--- src/rtl/isa_pkg.sv ---
// Shared ISA definitions: opcodes, instruction formats, field widths and
// format/immediate helpers used by the instruction encoder and the decoder.
package isa_pkg;

    localparam int unsigned OP_W       = 5;
    localparam int unsigned FUNC_W     = 2;
    localparam int unsigned REG_W      = 3;
    localparam int unsigned IMM_W      = 16;
    localparam int unsigned INSTR_W    = 16;
    localparam int unsigned J_IMM_W    = 11;
    localparam int unsigned I2_IMM_W   = 8;
    localparam int unsigned I1_IMM_W   = 5;
    localparam int unsigned FIFO_DEPTH = 4;
    localparam int unsigned PTR_W      = 2;
    localparam int unsigned CNT_W      = 3;

    typedef logic [OP_W-1:0] opcode_t;

    localparam opcode_t OP_HALT  = 5'b00000;
    localparam opcode_t OP_NOP   = 5'b00001;
    localparam opcode_t OP_SIIC  = 5'b00010;
    localparam opcode_t OP_RTI   = 5'b00011;
    localparam opcode_t OP_J     = 5'b00100;
    localparam opcode_t OP_JR    = 5'b00101;
    localparam opcode_t OP_JAL   = 5'b00110;
    localparam opcode_t OP_JALR  = 5'b00111;
    localparam opcode_t OP_ADDI  = 5'b01000;
    localparam opcode_t OP_SUBI  = 5'b01001;
    localparam opcode_t OP_XORI  = 5'b01010;
    localparam opcode_t OP_ANDNI = 5'b01011;
    localparam opcode_t OP_BEQZ  = 5'b01100;
    localparam opcode_t OP_BNEZ  = 5'b01101;
    localparam opcode_t OP_BLTZ  = 5'b01110;
    localparam opcode_t OP_BGEZ  = 5'b01111;
    localparam opcode_t OP_ST    = 5'b10000;
    localparam opcode_t OP_LD    = 5'b10001;
    localparam opcode_t OP_SLBI  = 5'b10010;
    localparam opcode_t OP_STU   = 5'b10011;
    localparam opcode_t OP_ROLI  = 5'b10100;
    localparam opcode_t OP_SLLI  = 5'b10101;
    localparam opcode_t OP_RORI  = 5'b10110;
    localparam opcode_t OP_SRLI  = 5'b10111;
    localparam opcode_t OP_LBI   = 5'b11000;
    localparam opcode_t OP_BTR   = 5'b11001;
    localparam opcode_t OP_SHIFT = 5'b11010;
    localparam opcode_t OP_ARITH = 5'b11011;
    localparam opcode_t OP_SEQ   = 5'b11100;
    localparam opcode_t OP_SLT   = 5'b11101;
    localparam opcode_t OP_SLE   = 5'b11110;
    localparam opcode_t OP_SCO   = 5'b11111;

    typedef enum logic [2:0] {
        FMT_J    = 3'd0,
        FMT_I1   = 3'd1,
        FMT_I2   = 3'd2,
        FMT_R    = 3'd3,
        FMT_BARE = 3'd4,
        FMT_ILL  = 3'd5
    } fmt_e;

    typedef struct packed {
        opcode_t               op;
        logic [FUNC_W-1:0]     func;
        logic [REG_W-1:0]      rs;
        logic [REG_W-1:0]      rt;
        logic [REG_W-1:0]      rd;
        logic [IMM_W-1:0]      imm;
    } enc_req_t;

    // Instruction format selected by the opcode; SIIC is not encodable.
    function automatic fmt_e op_format(input opcode_t op);
        fmt_e f;
        case (op)
            OP_J, OP_JAL:                                   f = FMT_J;
            OP_JR, OP_JALR, OP_BEQZ, OP_BNEZ, OP_BLTZ,
            OP_BGEZ, OP_SLBI, OP_LBI:                       f = FMT_I2;
            OP_ADDI, OP_SUBI, OP_XORI, OP_ANDNI, OP_ST,
            OP_LD, OP_STU, OP_ROLI, OP_SLLI, OP_RORI,
            OP_SRLI:                                        f = FMT_I1;
            OP_BTR, OP_SHIFT, OP_ARITH, OP_SEQ, OP_SLT,
            OP_SLE, OP_SCO:                                 f = FMT_R;
            OP_HALT, OP_NOP, OP_RTI:                        f = FMT_BARE;
            default:                                        f = FMT_ILL;
        endcase
        return f;
    endfunction

    // Logical/shift immediates are unsigned; all others are two's-complement.
    function automatic logic imm_zero_ext(input opcode_t op);
        logic z;
        case (op)
            OP_XORI, OP_ANDNI, OP_ROLI, OP_SLLI, OP_RORI,
            OP_SRLI, OP_SLBI: z = 1'b1;
            default:          z = 1'b0;
        endcase
        return z;
    endfunction

    function automatic logic fits_signed(input logic [IMM_W-1:0] imm, input int w);
        logic ok;
        ok = 1'b1;
        for (int i = 0; i < int'(IMM_W); i++) begin
            if (i >= w - 1 && imm[i] != imm[IMM_W-1]) ok = 1'b0;
        end
        return ok;
    endfunction

    function automatic logic fits_unsigned(input logic [IMM_W-1:0] imm, input int w);
        logic ok;
        ok = 1'b1;
        for (int i = 0; i < int'(IMM_W); i++) begin
            if (i >= w && imm[i]) ok = 1'b0;
        end
        return ok;
    endfunction

endpackage

--- src/rtl/instr_fifo.sv ---
// Four-entry, 16-bit instruction queue with registered head word, valid,
// and occupancy; exposes next-cycle fullness so the parent can register ready.
module instr_fifo
    import isa_pkg::*;
(
    input  logic        clk,
    input  logic        rst_n,
    input  logic        push,
    input  logic [15:0] wdata,
    input  logic        pop,
    output logic [15:0] rdata,
    output logic        valid,
    output logic        full_nxt_c,
    output logic [2:0]  count
);

    logic [INSTR_W-1:0] mem [FIFO_DEPTH];
    logic [PTR_W-1:0]   wp;
    logic [PTR_W-1:0]   rp;
    logic [PTR_W-1:0]   wp_n;
    logic [PTR_W-1:0]   rp_n;
    logic [CNT_W-1:0]   cnt_n;
    logic [INSTR_W-1:0] head_n;

    // Next head forwards the incoming word when it lands at the new read slot.
    always_comb begin
        wp_n       = wp + PTR_W'(push);
        rp_n       = rp + PTR_W'(pop);
        cnt_n      = count + CNT_W'(push) - CNT_W'(pop);
        head_n     = (push && (wp == rp_n)) ? wdata : mem[rp_n];
        full_nxt_c = (cnt_n == CNT_W'(FIFO_DEPTH));
    end

    always_ff @(posedge clk or negedge rst_n) begin
        if (!rst_n) begin
            for (int i = 0; i < int'(FIFO_DEPTH); i++) mem[i] <= '0;
            wp    <= '0;
            rp    <= '0;
            count <= '0;
            valid <= 1'b0;
            rdata <= '0;
        end else begin
            if (push) mem[wp] <= wdata;
            wp    <= wp_n;
            rp    <= rp_n;
            count <= cnt_n;
            valid <= (cnt_n != '0);
            rdata <= head_n;
        end
    end

endmodule

--- src/rtl/instr_encoder.sv ---
// Instruction encoder: packs opcode/register/immediate fields into 16-bit
// words and queues them toward fetch. Optional immediate range checking is
// enabled by defining INSTR_ENC_RANGE_CHECK_EN.
module instr_encoder
    import isa_pkg::*;
(
    input  logic        clk,
    input  logic        rst_n,
    input  logic        in_valid,
    output logic        in_ready,
    input  logic [4:0]  in_op,
    input  logic [1:0]  in_func,
    input  logic [2:0]  in_rs,
    input  logic [2:0]  in_rt,
    input  logic [2:0]  in_rd,
    input  logic [15:0] in_imm,
    output logic        out_valid,
    input  logic        out_ready,
    output logic [15:0] out_instr,
    input  logic        halt_clr,
    output logic        halted,
    output logic [2:0]  count,
    output logic        err_illegal,
    output logic        err_range
);

    enc_req_t           req;
    fmt_e               fmt;
    logic [INSTR_W-1:0] word_c;
    logic               accept;
    logic               push;
    logic               pop;
    logic               halt_acc;
    logic               full_nxt;
    logic               halted_q;
    logic               halted_n;
    logic               err_ill_q;
    logic               err_ill_n;
    logic               in_ready_q;

    assign req = '{op: in_op, func: in_func, rs: in_rs, rt: in_rt, rd: in_rd, imm: in_imm};
    assign fmt = op_format(req.op);

    // Field packing per format; unused bits stay zero.
    always_comb begin
        word_c = '0;
        word_c[15:11] = req.op;
        case (fmt)
            FMT_J: begin
                word_c[10:0] = req.imm[J_IMM_W-1:0];
            end
            FMT_I2: begin
                word_c[10:8] = req.rs;
                word_c[7:0]  = req.imm[I2_IMM_W-1:0];
            end
            FMT_I1: begin
                word_c[10:8] = req.rs;
                word_c[7:5]  = req.rd;
                word_c[4:0]  = req.imm[I1_IMM_W-1:0];
            end
            FMT_R: begin
                word_c[10:8] = req.rs;
                word_c[7:5]  = (req.op == OP_BTR) ? 3'b000 : req.rt;
                word_c[4:2]  = req.rd;
                word_c[1:0]  = ((req.op == OP_BTR) || (req.op[4:2] == 3'b111)) ? 2'b00 : req.func;
            end
            default: ;
        endcase
    end

    // Illegal opcodes complete the handshake but never reach the queue.
    assign accept   = in_valid && in_ready_q;
    assign push     = accept && (fmt != FMT_ILL);
    assign pop      = out_valid && out_ready;
    assign halt_acc = accept && (req.op == OP_HALT);

    // An accepted HALT outranks a coincident clear; errors likewise set before clear.
    always_comb begin
        halted_n  = halted_q;
        err_ill_n = err_ill_q;
        if (halt_acc)      halted_n = 1'b1;
        else if (halt_clr) halted_n = 1'b0;
        if (accept && (fmt == FMT_ILL)) err_ill_n = 1'b1;
        else if (halt_clr)              err_ill_n = 1'b0;
    end

    always_ff @(posedge clk or negedge rst_n) begin
        if (!rst_n) begin
            halted_q   <= 1'b0;
            err_ill_q  <= 1'b0;
            in_ready_q <= 1'b1;
        end else begin
            halted_q   <= halted_n;
            err_ill_q  <= err_ill_n;
            in_ready_q <= !full_nxt && !halted_n;
        end
    end

    assign halted      = halted_q;
    assign err_illegal = err_ill_q;
    assign in_ready    = in_ready_q;

`ifdef INSTR_ENC_RANGE_CHECK_EN
    logic range_bad_c;
    logic err_rng_q;
    logic err_rng_n;

    // Immediate must survive truncation to its field under its extension rule.
    always_comb begin
        range_bad_c = 1'b0;
        case (fmt)
            FMT_J:  range_bad_c = !fits_signed(req.imm, int'(J_IMM_W));
            FMT_I2: range_bad_c = imm_zero_ext(req.op) ? !fits_unsigned(req.imm, int'(I2_IMM_W))
                                                       : !fits_signed(req.imm, int'(I2_IMM_W));
            FMT_I1: range_bad_c = imm_zero_ext(req.op) ? !fits_unsigned(req.imm, int'(I1_IMM_W))
                                                       : !fits_signed(req.imm, int'(I1_IMM_W));
            default: ;
        endcase
    end

    always_comb begin
        err_rng_n = err_rng_q;
        if (accept && range_bad_c) err_rng_n = 1'b1;
        else if (halt_clr)         err_rng_n = 1'b0;
    end

    always_ff @(posedge clk or negedge rst_n) begin
        if (!rst_n) err_rng_q <= 1'b0;
        else        err_rng_q <= err_rng_n;
    end

    assign err_range = err_rng_q;
`else
    assign err_range = 1'b0;
`endif

    instr_fifo u_fifo (
        .clk        (clk),
        .rst_n      (rst_n),
        .push       (push),
        .wdata      (word_c),
        .pop        (pop),
        .rdata      (out_instr),
        .valid      (out_valid),
        .full_nxt_c (full_nxt),
        .count      (count)
    );

endmodule

--- config.mk ---
export PLATFORM = sky130hd
export DESIGN_NAME = instr_encoder
export DESIGN_NICKNAME = d
export VERILOG_FILES = /design/src/rtl/isa_pkg.sv /design/src/rtl/instr_fifo.sv /design/src/rtl/instr_encoder.sv
export SDC_FILE = /design/constraint.sdc
export NUM_CORES = 1
export LEC_CHECK = 0
export ABC_AREA = 0
export BUFFER_PORTS_ARGS = -buffer_cell sky130_fd_sc_hd__buf_2
export CAP_MARGIN = 20
export CORE_ASPECT_RATIO = 1.25
export CORE_MARGIN = 2
export CORE_UTILIZATION = 57
export DETAILED_ROUTE_END_ITERATION = 7
export PLACE_DENSITY_LB_ADDON = 0.08
export SYNTH_ARGS = -nofsm -noshare
export SYNTH_HDL_FRONTEND = slang
export SYNTH_SLANG_ARGS = --single-unit
--- constraint.sdc ---
create_clock -name clk -period 2.6 [get_ports clk]
set_input_delay 0.39 -clock clk [delete_from_list [all_inputs] [get_ports clk]]
set_output_delay 0.39 -clock clk [all_outputs]
set_load 0.02 [all_outputs]
==> summary.md <==
| Metric | Value |
|---|---|
| Status | complete, no violations |
| Total CTS buffers | 9 |
| Mean Syn Cell Area | ~12 um2 |
| Layout cells sized above 1 | about a third |
| Max Cap Viol | 0 |
| Hold Fails Final Rpt | 0 |
| CP cell instances | nand2_1, a2111o_1, buf_4, nand2_1, o21ai_0 |
| Element type at the critical path start | flip-flop |
| Slew @ Worst Pin | between 600 and 700 ps |
| Slew Limit Headroom | approximately 56% |
| Fin worst setup slack | between 400 and 500 ps |
| # diodes | 0 |
| Routed WL | ~8800 um |
| Total number of vias | 2834 |
| Place WS | about 350 ps |
| Max-slew violation count | 0 |
| WP data required | about 2800 ps |
| R2R depth | 5 |
| Worst Hold Class | in -> reg |
| Main flop type after synthesis | dfrtp_1 |
| Fin Setup TNS | 0 ps |
| LEAKAGE | 2.15 nW |
| Core area | between 0.007 and 0.008 mm2 |
| Clk buf depth | 2 |
| GRT Overall Usage | roughly a quarter |
| Post-synthesis xor/xnor area fraction | under 10% |
| Clk_skew | roughly 9.9 ps |
| Mux contribution to synthesized area | 14.9% |
| Main combinational cell family by area after synthesis | multiplexers |
| RePlAce Congestion | roughly 0.75 |
| Max rail drop VDD | 0.886 mV |
| Floorplan row count | 34 |
| Ys Warns | 0 |
| Post-layout min period | around 2100 ps |
| Layout Nets | 446 |
| Ports | 61 |
| DR iter-0 viols | about 180 |
| Number of global-route vias before repair | a little under 3000 |
| Flops & latches, synth | between 90 and 100 |
| Number of flops mapped to enable cells by yosys | 0 |
| Compound-Gate Fraction of Synth Area | 13.9% |
| Vias/cell | roughly 5.7 |
| Final Power | around 6.4 mW |
| DRC Markers | 0 |
| Crit path depth | 5 |
| Insertion delay to the later sink of the worst-skew pair | approximately 360 ps |
| Area growth from synthesis to layout | 15.2% |
| Initial antenna violation count | 0 |
| Effective utilization at floorplan | about three fifths |
| Synth Instances | ~340 |
| Post-Synth Simple-Gate Area | a little under a tenth |
| RSZ-0062 raised after global routing | no |
| Power per cell area | approximately 1300 mW/mm2 |
| Die area | approximately 0.0080 mm2 |
| Crit-path slowest cell | a2111o_1 |
| Pin count of the biggest net entering global routing | 65 |
| CTS tree | done |
| Final cycle utilization of the critical path | roughly 83% |
| Peak Freq | about 0.47 GHz |
| Wirelength per Cell | roughly 18 um |
| Clk root buf | clkbuf_8 |
| Synth Net Count | roughly 380 |
| CP endpoint kind | flip-flop |
| Syn Std Cell Area | about 0.0042 mm2 |
| Placed wire-length estimate | 6020 um |
| Cell mode on critical path | nand2_1 |
| Async SR Flop Fraction | between 90% and 100% |
| Gr ovfl total | 0 |
| CP top delay family | compound AO/OA/AOI/OAI gates |
| Clock sinks | ~90 |
| WHS Path Cells | 2 |
| Worst Path Buf+Inv | 1 |
| Synth Area in Adders | approximately 1.7% |
| Clock-pin slew on the worst setup and hold paths | around 90 ps |
| DIE WIDTH | about 80 um |
| Register area share after synthesis | 54.7% |
| Critical Path AT | roughly 2400 ps |
| Drt pass-1 iters | 4 |
| Htree depth | 3 |
| First-pass GRT wire length | 14500 um |
| Die H | roughly 100 um |
| Post-CTS Setup Bufs | 0 |
| Synth cell types | 39 |
| Critical path class | reg -> reg |
| Critical path fanouts, max | 18 |
| # setup viols final | 0 |
| Routed Antenna Nets | 0 |
| Crit path largest cell delay | about 770 ps |
| Port Buf Inserts | 54 |
[cell type report]
cell class | instances | area, um2
clock buffers | 12 | 145
clock inverters | 4 | 73.8
fillers | 551 | 2220
inverters | 8 | 30.0
multi-input cells | 221 | 1730
flip-flops and latches | 91 | 2280
well taps | 90 | 113
repair buffers | 73 | 430
[what timing repair did]
item / 4_1_cts / 5_1_grt
hold endpoints to repair: 26 / 0
hold buffers: 1 / 0
resized for setup: 0 / 0
[synthesized netlist by cell type, drive strengths merged, types with 4 or more instances]
| library cell | n | area share [%] |
|---|---|---|
| a21oi | 39 | 4.7 |
| a22oi | 5 | 0.90 |
| and3 | 6 | 0.90 |
| buf | 18 | 2.7 |
| clkbuf | 4 | 0.36 |
| dfrtp | 90 | 54 |
| ha | 4 | 1.2 |
| inv | 8 | 0.72 |
| mux2 | 23 | 6.2 |
| mux4 | 16 | 8.7 |
| nand2 | 29 | 2.6 |
| nand2b | 7 | 1.1 |
| nor2 | 35 | 3.2 |
| o21ai | 27 | 3.2 |
[cells by family after synthesis]
logic type               Yosys count
AND/OR/NAND/NOR                   83
flip-flops                        91
AO/OA/AOI/OAI                     86
adder cells (fa/ha/maj)            5
other                              1
multiplexers                      39
buffers and inverters             30
XOR/XNOR                           7
[state kept, by name, indices dropped and copies added, names as in the netlist]
register	cells
u_fifo.mem	64
u_fifo.rdata	16
u_fifo.count	3
u_fifo.rp	2
u_fifo.wp	2
err_illegal	1
halted	1
in_ready	1
u_fifo.valid	1
[routing by layer]
metal	vias to the layer above	wire length [um]	GRT usage, %
li1	1342	-	-
met1	1413	3890	32.0
met2	66	4470	40.6
met3	13	326	4.54
met4	0	145	9.13
met5	-	0	0
[power by group]
group / total [mW] / switching, mW / internal [mW]
combinational: 2.85 / 1.44 / 1.40
sequential: 2.46 / 0.326 / 2.14
clock: 1.05 / 0.482 / 0.569
[per-stage QoR]
| stage | utilization (%) | hold slack (ps) | instance area [um2] | std cells |
|---|---|---|---|---|
| 2_1_floorplan | - | 94.4 | 4160 | 342 |
| 3_3_place_gp | 65.1 | 332 | 4570 | 482 |
| 3_5_place_dp | 65.1 | 337 | 4570 | 482 |
| 4_1_cts | 68.3 | 233 | 4800 | 499 |
| 5_1_grt | 68.3 | 237 | 4800 | 499 |
| 6_report | 68.3 | 247 | 4800 | 499 |
[cells in the final DEF (no fill, tap or decap), drive strengths merged, types with 2 or more instances in the layout]
| master | n |
|---|---|
| and3 | 6 |
| buf | 72 |
| mux2 | 23 |
| bufinv | 2 |
| o21ai | 27 |
| nand2b | 7 |
| clkbuf | 12 |
| clkinv | 2 |
| xor2 | 3 |
| a21oi | 39 |
| a221oi | 3 |
| o22ai | 3 |
| dfrtp | 90 |
| nor2 | 35 |
| a22oi | 5 |
| a2111o | 2 |
| xnor2 | 3 |
| inv | 8 |
| nand2 | 29 |
| mux4 | 16 |
| ha | 4 |
| a2111oi | 3 |
[final timing paths]
kind	startpoint	slack [ps]	end
setup / recovery	in_ready	450	u_fifo.mem[51]
max in group asynchronous	rst_n	1450	u_fifo.mem[57]
hold reg to reg	u_fifo.mem[52]	490	u_fifo.mem[52]
min in group asynchronous	rst_n	480	u_fifo.mem[55]
setup reg to reg	in_ready	450	u_fifo.mem[51]
hold / removal	halt_clr	250	err_illegal
Note: power is estimated with default switching activity, not from simulation.
